File: config.mk
export PLATFORM = sky130hd
export DESIGN_NAME = mcu_local_bram_loader
export DESIGN_NICKNAME = d
export VERILOG_FILES = /design/src/rtl/mcu_local_bram_loader_pkg.sv /design/src/rtl/mcu_local_bram_loader.sv
export SDC_FILE = /design/constraint.sdc
export NUM_CORES = 1
export LEC_CHECK = 0
export ABC_AREA = 1
export BUFFER_PORTS_ARGS = -buffer_cell sky130_fd_sc_hd__clkbuf_2
export CAP_MARGIN = 20
export CORE_MARGIN = 2
export CORE_UTILIZATION = 58
export CTS_BUF_LIST = sky130_fd_sc_hd__clkbuf_8
export CTS_CLUSTER_DIAMETER = 30
export CTS_CLUSTER_SIZE = 12
export DETAILED_ROUTE_END_ITERATION = 8
export GPL_TIMING_DRIVEN = 1
export PLACE_DENSITY = 0.83
export SYNTH_ARGS = -nofsm -noshare
export SYNTH_HDL_FRONTEND = slang
export SYNTH_SLANG_ARGS = --single-unit
File: constraint.sdc
create_clock -name clk -period 7.1 [get_ports clk]
set_clock_uncertainty 0.2 [all_clocks]
set_input_delay 1.42 -clock clk [delete_from_list [all_inputs] [get_ports clk]]
set_output_delay 1.42 -clock clk [all_outputs]
set_load 0.02 [all_outputs]
File: src/rtl/mcu_local_bram_loader_pkg.sv
// Shared encodings for the local BRAM loader: global MCU FSM states it decodes
// and its own local state type.
package mcu_local_bram_loader_pkg;

  // Global MCU FSM encoding; mirrors header_MCUGlobalFSMParameters.vh with LOD added.
  localparam int GLO_FSM_WIDTH = 3;
  localparam logic [GLO_FSM_WIDTH-1:0] GLO_FSM_IDLE = 3'd0;
  localparam logic [GLO_FSM_WIDTH-1:0] GLO_FSM_LOD  = 3'd1;
  localparam logic [GLO_FSM_WIDTH-1:0] GLO_FSM_STR  = 3'd2;
  localparam logic [GLO_FSM_WIDTH-1:0] GLO_FSM_END  = 3'd3;
  localparam logic [GLO_FSM_WIDTH-1:0] GLO_FSM_ERR  = 3'd4;

`ifdef USE_ONE_HOT_ENCODING_FSM
  typedef enum logic [3:0] {
    LDR_FSM_IDLE = 4'b0001,
    LDR_FSM_LOAD = 4'b0010,
    LDR_FSM_DONE = 4'b0100,
    LDR_FSM_ERR  = 4'b1000
  } ldr_state_t;
`else
  typedef enum logic [1:0] {
    LDR_FSM_IDLE = 2'd0,
    LDR_FSM_LOAD = 2'd1,
    LDR_FSM_DONE = 2'd2,
    LDR_FSM_ERR  = 2'd3
  } ldr_state_t;
`endif

endpackage

File: src/rtl/mcu_local_bram_loader.sv
// Loads one AXI-Stream burst into local BRAM from address 0 and flags
// completion or a length/protocol mismatch to the global MCU FSM.
module mcu_local_bram_loader
  import mcu_local_bram_loader_pkg::*;
#(
  parameter int DATA_WIDTH      = 16,
  parameter int DATA_STRB_WIDTH = DATA_WIDTH / 8,
  parameter int ADDR_WIDTH      = 32
) (
  input  logic                       clk,
  input  logic                       rst,
  input  logic [DATA_WIDTH-1:0]      s_axis_tdata,
  input  logic [DATA_STRB_WIDTH-1:0] s_axis_tkeep,
  input  logic                       s_axis_tvalid,
  output logic                       s_axis_tready,
  input  logic                       s_axis_tlast,
  output logic                       bram_en,
  output logic [DATA_STRB_WIDTH-1:0] bram_we,
  output logic [ADDR_WIDTH-1:0]      bram_addr,
  output logic [DATA_WIDTH-1:0]      bram_wrdata,
  input  logic [GLO_FSM_WIDTH-1:0]   glo_fsm_state,
  input  logic [ADDR_WIDTH:0]        addr_counter_max,
  output logic [ADDR_WIDTH:0]        words_written,
  output logic                       load_done,
  output logic                       error
);

  ldr_state_t state, state_nxt;

  logic [ADDR_WIDTH-1:0] max_reg;
  logic [ADDR_WIDTH-1:0] addr_cnt;
  logic [ADDR_WIDTH:0]   max_m1;
  logic                  in_load;
  logic                  hs;
  logic                  last_addr;
  logic                  load_start;

  // A BRAM write always completes in one cycle, so LOAD never backpressures.
  assign in_load       = (state == LDR_FSM_LOAD);
  assign s_axis_tready = in_load;
  assign hs            = s_axis_tvalid && in_load;
  assign last_addr     = (addr_cnt == max_reg);
  assign max_m1        = addr_counter_max - (ADDR_WIDTH+1)'(1);

  always_ff @(posedge clk or posedge rst) begin
    if (rst) state <= LDR_FSM_IDLE;
    else     state <= state_nxt;
  end

  always_comb begin
    state_nxt  = state;
    load_done  = 1'b0;
    error      = 1'b0;
    load_start = 1'b0;
    case (state)
      LDR_FSM_IDLE: begin
        if (glo_fsm_state == GLO_FSM_LOD) begin
          if (addr_counter_max == '0) begin
            state_nxt = LDR_FSM_ERR;
          end else begin
            state_nxt  = LDR_FSM_LOAD;
            load_start = 1'b1;
          end
        end
      end
      LDR_FSM_LOAD: begin
        // Global abort wins; a beat accepted on the same edge is still written.
        if (glo_fsm_state == GLO_FSM_ERR)
          state_nxt = LDR_FSM_IDLE;
        else if (hs && (last_addr || s_axis_tlast))
          state_nxt = (last_addr && s_axis_tlast) ? LDR_FSM_DONE : LDR_FSM_ERR;
      end
      LDR_FSM_DONE: begin
        load_done = 1'b1;
        if (glo_fsm_state == GLO_FSM_END || glo_fsm_state == GLO_FSM_ERR)
          state_nxt = LDR_FSM_IDLE;
      end
      LDR_FSM_ERR: begin
        error = 1'b1;
        if (glo_fsm_state == GLO_FSM_ERR)
          state_nxt = LDR_FSM_IDLE;
      end
      default: state_nxt = LDR_FSM_IDLE;
    endcase
  end

  always_ff @(posedge clk or posedge rst) begin
    if (rst) begin
      bram_en       <= 1'b0;
      bram_we       <= '0;
      bram_addr     <= '0;
      bram_wrdata   <= '0;
      max_reg       <= '0;
      addr_cnt      <= '0;
      words_written <= '0;
    end else begin
      bram_en <= hs;
      bram_we <= hs ? s_axis_tkeep : '0;
      if (load_start) begin
        max_reg       <= max_m1[ADDR_WIDTH-1:0];
        addr_cnt      <= '0;
        words_written <= '0;
      end else if (hs) begin
        bram_addr     <= addr_cnt;
        bram_wrdata   <= s_axis_tdata;
        words_written <= words_written + (ADDR_WIDTH+1)'(1);
        // Hold on the terminal beat so a full 2^ADDR_WIDTH load cannot wrap.
        if (!last_addr) addr_cnt <= addr_cnt + ADDR_WIDTH'(1);
      end
    end
  end

endmodule

# ---- After elaboration in Yosys (flattened, before gate mapping)
# Index checks and enable logic that the tools add are counted.
dict set report word_totals {
  mem_bits_rw 0
  rom_bits 0
  register_bits 150
  latchBits 0
  mem_count 0
}
dict set report classes {
  n_mul 0
  n_bitwise 1
  mux 19
  div_mod_pow 0
  add_sub_neg 3
  shifts 0
  n_reduce_logical 11
  n_lt_le_gt_ge 0
  eq_ne 12
}
# operator count
set op_table {}
lappend op_table {{2-to-1 mux 32 bit} 3}
lappend op_table {{2-to-1 mux 33 bit} 2}
lappend op_table {{adder 33 x 1 -> 33 bit, second input constant} 1}
lappend op_table {{zero test 33 bit} 1}
lappend op_table {{adder 32 x 1 -> 32 bit, second input constant} 1}
lappend op_table {{== test 32 bit} 1}
lappend op_table {{subtractor 32 x 1 -> 32 bit, second input constant} 1}
lappend op_table {{2-to-1 mux 2 bit} 7}
lappend op_table {{one-hot mux 2 bit (4 select lines)} 1}
lappend op_table {{2-to-1 mux 1 bit} 6}
lappend op_table {{!= test 2 bit, second input constant} 3}
lappend op_table {{== test 2 bit, second input constant} 2}
lappend op_table {{AND reduction 2 bit} 2}
lappend op_table {{AND reduction 4 bit} 1}
lappend op_table {{== test 3 x 1 -> 1 bit, second input constant} 1}
lappend op_table {{== test 3 x 2 -> 1 bit, second input constant} 1}
lappend op_table {{== test 3 bit, second input constant} 1}
lappend op_table {{logical AND 1 bit} 3}
lappend op_table {{!= test 3 x 1 -> 1 bit, second input constant} 1}
lappend op_table {{== test 2 x 1 -> 1 bit, second input constant} 1}
lappend op_table {{zero test 2 bit} 1}
lappend op_table {{logical OR 1 bit} 2}
lappend op_table {{!= test 2 x 1 -> 1 bit, second input constant} 1}
lappend op_table {{nonzero test 2 bit} 1}
lappend op_table {{inverter 1 bit} 1}

# ---- Depth between registers and ports, before layout
# Gate-level depths: netlist of run 1.
dict set report logic_depth {
  word_depth 6
  mapped_depth 14
}

# ---- Worst setup path before layout of run 1
# Ideal clock, no wire load.
dict set report synth_timing {
  path_kind {input to register}
  startpoint {input port addr_counter_max[0]}
  endpoint {register addr_cnt[3]}
  n_path_buf 2
  setup_time_ns 0.118
  path_stages 11
  t_arrival_ns 2.676
  t_required_ns 6.782
  path_slack_ns 4.105
  cell_sequence {inv_1 ha_1 nand2_1 nor2_1 nand4_1 o21ai_4 nand2_1 buf_6 buf_6 nand4_1 nand2_1}
}
dict set report synth_between {
  elab_chain_cells 6
  elab_cells_between_ends 8
  cone_classes {eq/ne (1); mux (4); reduce/logical (3)}
}
# element line
set synth_lines {}
lappend synth_lines {{start: declaration} mcu_local_bram_loader.sv:22} ;# input logic [ADDR_WIDTH:0] addr_counter_max,
lappend synth_lines {{zero test 33 bit *} mcu_local_bram_loader.sv:58} ;# if (addr_counter_max == '0) begin
lappend synth_lines {{2-to-1 mux 1 bit *} mcu_local_bram_loader.sv:58}
lappend synth_lines {{2-to-1 mux 1 bit *} mcu_local_bram_loader.sv:57} ;# if (glo_fsm_state == GLO_FSM_LOD) begin
lappend synth_lines {{2-to-1 mux 1 bit *} mcu_local_bram_loader.sv:55} ;# case (state)
lappend synth_lines {{!= test 2 x 1 -> 1 bit (no line) / nonzero test 2 bit (equally long branches)} --}
lappend synth_lines {{AND reduction 2 bit (no line)} --}
lappend synth_lines {{end signal: assignment} mcu_local_bram_loader.sv:108} ;# if (!last_addr) addr_cnt <= addr_cnt + ADDR_WIDTH'(1);
lappend synth_lines {{end: declaration} mcu_local_bram_loader.sv:31} ;# logic [ADDR_WIDTH-1:0] addr_cnt;
# Mark *: on every way between the ends. The rest lies on a longest branch, timed or not.
# A chain may end at the register's enable or synchronous reset.

# ---- Worst setup path in the final report of run 1
dict set report layout_timing {
  startpoint {input port addr_counter_max[0]}
  endpoint {register addr_cnt[31]}
}
# Same word-level chain as after synthesis.

==> flow_results.org, run 1 <==
** Synthesis
- After synthesis, the largest family of logic cells by area is simple AND/OR/NAND/NOR gates.
- Synthesized area :: 0.008283 mm^2
- After Yosys synthesis, full adders, half adders and majority gates account for less than 1% of the synthesized area.
- Synthesized net count :: 1174
- The synthesized netlist devotes 7.402% of its cell area to XOR and XNOR gates.
- A synthesized cell averages 7.449 um^2.
- Sequential element share of the synthesized area :: a little under half
- Synthesis inferred 150 register bits.
- Simple-gate portion of the synthesized area :: 30.15%
- The cell count after synthesis came out at between 1000 and 1500.
- Fraction of synthesis flops using an asynchronous set or reset pin :: between 90% and 100%
- Yosys mapped a number of flops with a built-in enable equal to 0.
- Share of synthesized area spent on multiplexers :: 0%
- Compound-gate portion of the synthesized area :: 9.426%
- During synthesis, Yosys emitted a total of 0 warnings.
- Unique cell type count in the Yosys netlist :: 36
- The most used flip-flop cell after synthesis is dfrtp_1.

** Power and ir drop
- VDD sags by at most 256.2 uV.
- Sequential power share :: 43.3%
- For this design the total switching power over the nets is 1.415 mW.
- Switching share of power :: 42.27%
- The internal portion of the total power is 1.932 mW.
- For this design the static power due to leakage is roughly 4.6 nW.
- Pwr per Cell Area :: 353.2 mW/mm^2
- In this run, the combinational gates consume 37.6% of the power.
- Clk pwr share :: approximately a fifth

** Timing
- Part of the cycle the worst path needs :: between 50 and 60%
- Setup violations remaining at the end of the flow were counted as 0.
- Setup repair after global routing left no endpoint under its margin.
- The count of endpoints failing hold in the final timing report is 0.
- For the pin with the worst max-slew slack, the measured transition is 875.4 ps.
- For this run, the top clock speed supported by timing is between 0.2 and 0.25 GHz.
- The number of max-slew violations in the final report was 0.
- Counting I/O delays and the setup requirement, the final critical path takes 4167 ps.
- The worst pin sits at a relative slew slack of 41.42%.
- Summed over all failing endpoints, the final setup total negative slack is 0 ps.

** Global route
- Summed over all layers, the global routing overflow is 0.
- Entering global routing, the biggest net connects 98 pins.
- Via count of the first global-routing pass :: 6919
- The initial antenna violation count came to 0.
- First-pass GRT wire length :: 33040 um
- GRT Overall Usage :: between 20% and 30%

** Worst hold path
- In this run the worst hold path is classified as flip-flop to flip-flop.
- Hold path endpoint :: bram_wrdata[8]
- Worst Hold Depth :: 2
- Min-delay src :: bram_wrdata[8]

** Setup path
- The worst setup path is captured at a flip-flop.
- The worst setup path is launched from an input pin.
- Crit path required time :: 7270 ps
- Worst setup path category :: input pin to flip-flop
- Critical R2R Capture :: addr_cnt[31]
- Crit path launch :: addr_counter_max[0]
- For flop-to-flop paths, the worst setup slack is between 3000 and 4000 ps.
- Reg2reg start :: state[0]
- Reg2reg path depth :: 10
- Crit path arrival time :: 4340 ps
- Maximum fanout count along the critical path :: 52

** Cells and area
- Counting the fill cells in the layout gives 1195.
- Largest register by flop count :: words_written
- Diodes inserted :: 0
- Post-Route Utilization :: 68.02%
- The register with the most flip-flops in the layout has 33 of them.
- At the end of the flow, the number of nets in the layout was around 1300.
- Leading cell type in the layout, fill and taps excluded :: nand2_1
- The area growth from synthesis to layout is 14.43%.
- In the layout the commonest cells are 334 x nand2_1, 150 x dfrtp_1, 149 x nor2_1, 144 x clkbuf_2, 101 x inv_1.
- The post-route netlist has 16.71% of its cells at a drive strength greater than 1.

** CTS
- Level count of the clock H-tree :: 4
- Clock-pin slew was measured on the worst setup and hold paths at 80 ps.
- CTS placed an instance of clkbuf_8 at the clock tree root.
- In this run the deepest clock path goes through 2 buffers.
- Cells resized by post-CTS repair :: 0
- Buffers inserted during post-CTS setup optimization :: 0
- Clock latency on the worst-skew pair, taken at its later pin, is around 460 ps.
- Number of hold buffers added after cts :: 0
- Total clock buffers created by CTS :: 17
- For this design, the sink count on the clock tree is 150.
- TritonCTS clock tree :: done

** Floorplanning
- In this run the vertical extent of the chip is about 120 um.
- Die width :: 123.5 um
- The initialized floorplan defines 43 standard-cell rows.
- Die Footprint :: ~0.015 mm^2
- 145 I/O pins were placed.
- Std-Cell Core Area :: 0.01393 mm^2
- Initial Utilization :: between 50% and 60%

** Drt
- Across all layers, the routed design uses 7616 vias.
- In this run the remaining antenna-violating nets after routing total 0.
- Wire length after detailed routing :: ~20000 um
- After detailed routing, the average wire length per cell comes to roughly 14 um.
- Starting DRC count in detailed routing :: roughly 530
- After detailed routing, the number of vias per cell comes to between 5 and 6.
- The first TritonRoute pass finished after 5 iterations.
- Final routed DRC violation total :: 0

** Placed design
- HPWL after DPL :: 14990 um
- The count of buffers added on input and output ports is 144.
- The congestion estimate from routability-driven global placement came to 0.9582.

** Run status
- Run status :: finished clean

** Run
- Max-cap violations in this run came to 0.
-- worst max path at each step --
stage	endpoint	slack, ps
final	addr_cnt[31]	2930
after global routing	addr_cnt[7]	2630
after CTS	addr_cnt[31]	2910
after detailed placement	addr_cnt[9]	2470
after global placement	max_reg[7]	2540
after floorplan	addr_cnt[0]	1440
-- Yosys cell counts (10+ instances only) --
master	count	share of area, %
a21oi_1	19	1.1
clkbuf_1	18	0.82
dfrtp_1	150	45
inv_1	99	4.5
inv_2	10	0.45
nand2_1	336	15
nand3_1	43	2.6
nand4_1	24	1.8
nor2_1	149	6.8
nor3_1	42	2.5
o21ai_0	74	4.5
o21ai_1	12	0.73
o21ai_2	16	1.7
xnor2_1	26	2.7
xor2_1	44	4.7
-- metrics by stage --
stage          instance area, um^2  power (mW)  hold slack [ps]  instances  setup WS [ps]
6_report                      9478       3.347            282.1       1437           2933
5_1_grt                       9478       3.591            301.7       1437           2629
3_3_place_gp                  9082       2.653            261.8       1405           2536
2_1_floorplan                 8283       2.318            269.5       1112           1444
3_5_place_dp                  9082       2.702            263.8       1405           2472
4_1_cts                       9458       3.339            284.8       1436           2905
-- power groups by stage --
stage               logic [mW]  clock network [mW]  registers, mW
detailed placement        1.25                   0           1.45
floorplan                0.763                   0           1.56
CTS                       1.26               0.643           1.44
finish                    1.26               0.638           1.45
global route              1.42               0.682           1.49
global placement          1.21                   0           1.44
-- cell type report --
cell class	count	area, um^2	share of cell area, %
well taps	180	225.2	2.376
multi-input cells	819	3946	41.64
flip-flops and latches	150	3754	39.60
repair buffers	148	763.2	8.053
inverters	109	414.1	4.370
clock buffers	19	261.5	2.759
clock inverters	12	113.9	1.201
-- critical path, cell delays in order --
cell and delay [ps]:
clkbuf_2 90, inv_1 100, ha_1 180, nand2_1 60, nor2_1 100, nand4_1 180, o21ai_4 730, buf_4 590
inv_2 460, nor2_1 230, nand2_1 90, o21ai_1 80
-- kinds of logic (layout without fill, tap and decap cells) --
family                   after synthesis  in the layout
AO/OA/AOI/OAI                        136            136
XOR/XNOR                              70             70
adder cells (fa/ha/maj)                4              4
buffers and inverters                143            288
flip-flops                           150            150
AND/OR/NAND/NOR                      609            609
-- per-layer routing --
| metal | part of all wire (%) | GRT usage [%] | vias to the layer above |
|---|---|---|---|
| met5 | 0 | 0 | - |
| met2 | 44 | 41.11 | 288 |
| met3 | 6.6 | 4.474 | 38 |
| met4 | 2.6 | 11.65 | 0 |
| met1 | 47 | 41.02 | 3479 |
| li1 | - | - | 3811 |
No activity file was read; power rests on OpenSTA's default activity.
==> run 2: changes to the inputs <==
CORE_UTILIZATION = 53   (was 58)
PLACE_DENSITY = 0.8   (was 0.83)
clock period = 3.65 ns   (was 7.1 ns; I/O delays follow)
==> run 2 against run 1 <==
  * Design area rose by 1.0%
  * Utilization fell by 5.3 points
  * Register-to-register slack got worse by 2600 ps
  * Cell count rose by 2.4%
  * Die area rose by 9.1%
  * Clock-buffer cell count rose by 3
  * Power rose by 96%
  * Sequential cell count did not move
  * Largest cell class unchanged
==> flow_results.org, run 2 (synthesis gave the netlist of run 1 again) <==
** Cells and area
- The antenna diode count is 0 (unchanged).
- Area added between synthesis and finish :: 15.59% (was 14.43%)
- Largest register by flop count :: words_written (unchanged)
- The number of flip-flops in the largest register came to 33 (unchanged).
- Filler Cells Inserted :: 1411 (was 1195)
- The count of nets after finishing is 1311 (was 1307).
- Fraction of final layout cells with drive strength greater than 1 :: 17.05% (was 16.71%)
- Fin cells :: 1472 (was 1437)
- Most used cells in the layout excluding fill and tap cells: 334 x nand2_1, 150 x dfrtp_1, 149 x nor2_1, 144 x clkbuf_2, 100 x inv_1 (was 334 x nand2_1, 150 x dfrtp_1, 149 x nor2_1, 144 x clkbuf_2, 101 x inv_1).
- Leading cell type in the layout, fill and taps excluded :: nand2_1 (unchanged)

** Timing
- Rel. slew slack :: 44.78% (was 41.42%)
- Static timing analysis puts the maximum clock frequency at 0.3954 GHz.
- The transition at the pin with the smallest max-transition slack is 828.3 ps (was 875.4 ps).
- The post-route worst hold slack was 257.7 ps (was 282.1 ps).
- Setup Total Neg Slack :: 0 ps (unchanged)
- Unrepaired setup endpoints after global routing :: no (unchanged)
- The final worst slack was 1121 ps (was 2933 ps).
- The setup-violating endpoint count in the final report is 0 (unchanged).
- Final worst path period need :: 2529 ps
- The worst path uses approximately 70% of the clock period.
- Number of hold violations in the final report :: 0 (unchanged)
- Max-slew violations :: 0 (unchanged)

** CTS
- Clock input transition at the sequential cells of the worst setup and hold paths :: 80 ps (about the same)
- The clock latency on the worst-skew pair came to 460 ps (about the same).
- The clock sink count came to 150 (unchanged).
- TritonCTS clock tree :: done (unchanged)
- Number of hold buffers added after cts :: 0 (unchanged)
- The number of clock buffers inserted by TritonCTS is 17 (unchanged).
- The root buffer cell was clkbuf_8 (unchanged).
- The CTS H-tree depth came to 4 (unchanged).
- The number of buffers on the longest clock path came to 2 (unchanged).
- The post-CTS resize count was 0 (unchanged).
- The post-CTS repair timing setup buffer count was 0 (unchanged).

** Worst hold path
- The class of the tightest hold or removal check was input pin to flip-flop (was flip-flop to flip-flop).
- The instance count along the most critical hold path was 3 (was 2).
- Min-delay src :: s_axis_tkeep[0] (was bram_wrdata[8])

** Power and ir drop
- The leakage power figure was 4.660 nW (was 4.633 nW).
- Overall power consumption :: 6.574 mW (was 3.347 mW)
- Combinational fraction of design power :: 37.3% (was 37.6%)
- Net switching component of the power :: 2.752 mW (was 1.415 mW)
- The internal cell power is 3.823 mW (was 1.932 mW).
- The proportion of power drawn by flip-flops and latches is 42.8% (was 43.3%).
- Pwr per Cell Area :: 686.7 mW/mm^2 (was 353.2 mW/mm^2)
- The maximum vdd ir drop was 313.1 uV (was 256.2 uV).
- The switching share of power is 41.86% (was 42.27%).
- Clk pwr share :: 20.0% (was 19.1%)

** Setup path
- The launching element of the worst setup path is addr_cnt[25] (was addr_counter_max[0]).
- The worst setup path endpoint was addr_cnt[14] (was addr_cnt[31]).
- The type of the worst setup path is flip-flop to flip-flop (was input pin to flip-flop).
- The endpoint arrival time on the critical path is 2650 ps (was 4340 ps).
- The path depth of the worst reg2reg path came to 13 (was 10).
- The largest fanout on the critical path came to 56 (was 52).
- FF-to-FF setup slack :: 1120 ps (was 3750 ps)
- The data required time of the critical path was 3770 ps (was 7270 ps).
- The sort of element at the end of the critical path was a flip-flop (unchanged).
- Critical R2R Capture :: addr_cnt[14] (was addr_cnt[31])
- The startpoint of the worst register-to-register path is addr_cnt[25] (was state[0]).
- Crit start category :: flip-flop (was input pin)

** Drt
- The remaining routing DRC violations was 0 (unchanged).
- The post-detailed-route wirelength per cell was 13.94 um (was 14.11 um).
- The remaining antenna violation count is 0 (unchanged).
- The via count normalized by instance count was 5.157 (was 5.300).
- The detailed router's first-iteration violation count was 542 (was 533).
- The final routed wirelength across all metal layers is 20530 um (was 20280 um).
- DRT Pass-1 Iters :: 5 (unchanged)
- Routed vias :: 7591 (was 7616)

** Run status
- Run status: finished clean (unchanged).

** Global route
- The largest net degree at the start of global routing is 151 (was 98).
- Via count of the first global-routing pass :: 7042 (was 6919)
- GRT Overall Usage :: 26.18% (was 27.92%)
- The initial antenna violation count came to 0 (unchanged).
- Aggregate global routing overflow :: 0 (unchanged)
- The first-pass GRT wire length was 34350 um (was 33040 um).

** Floorplanning
- Initial Utilization :: 54.28% (was 59.44%)
- The height of the chip was 129.0 um (was 123.5 um).
- Number of rows in the core area :: 45 (was 43)
- Total I/O pin count :: 145 (unchanged)
- The die width is 129.0 um (was 123.5 um).
- The area inside the core boundary is 0.01526 mm^2 (was 0.01393 mm^2).
- Die Footprint :: 0.01664 mm^2 (was 0.01525 mm^2)

** Run
- Number of maximum-capacitance violations :: 0 (unchanged)

** Placed design
- HPWL after DPL :: 15150 um (was 14990 um)
- Worst setup slack after placement :: 952.8 ps (was 2472 ps)
- The port buffer count is 144 (unchanged).
- The placer's final routability congestion estimate was 0.9933 (was 0.9582).
- DP Cell Count :: 1441 (was 1405)
-- run 2: layout make-up --
class | count | area [um^2] | area share (%)
inverters | 109 | 412.9 | 4.313
multi-input cells | 819 | 3946 | 41.22
repair buffers | 152 | 793.3 | 8.285
clock inverters | 9 | 101.3 | 1.059
clock buffers | 22 | 302.8 | 3.163
flip-flops and latches | 150 | 3754 | 39.21
well taps | 211 | 264.0 | 2.757
-- run 2: worst min-delay path by stage --
stage                           end  slack [ps]
finish                   bram_we[0]         260
global route         bram_wrdata[0]         260
CTS                      bram_we[0]         240
detailed placement   bram_wrdata[8]         260
global placement    bram_wrdata[12]         260
floorplan                max_reg[4]         270
-- run 2: power by group through the flow --
stage	clock (mW)	sequential, mW	combinational, mW
2_1_floorplan	0	3.03	1.48
5_1_grt	1.40	2.89	2.78
3_3_place_gp	0	2.81	2.38
6_report	1.31	2.81	2.45
3_5_place_dp	0	2.82	2.46
4_1_cts	1.33	2.80	2.47
-- run 2: critical path, stage by stage (launching register included) --
cell and delay, ps:
dfrtp_1 460, inv_2 160, nand2_1 60, nand2_1 60
nand2_1 50, nor2_1 110, nand2_1 60, nor2_1 230
nand2_1 160, nand2_2 210, nand2_2 60, buf_4 300
nand2_1 170, o21ai_2 60
-- run 2: routing by layer --
layer	track usage (%)	wire, um	vias to the layer above
met3	4.294	1003	35
li1	-	-	3828
met4	8.504	432	0
met5	0	0	-
met2	40.15	9175	232
met1	38.34	9914	3496
-- run 2: metrics by stage --
stage / area (um^2) / util (%)
after floorplan: 8287 / -
after global placement: 9170 / 60.10
after detailed placement: 9170 / 60.10
after CTS: 9574 / 62.75
after global routing: 9574 / 62.75
final: 9574 / 62.75
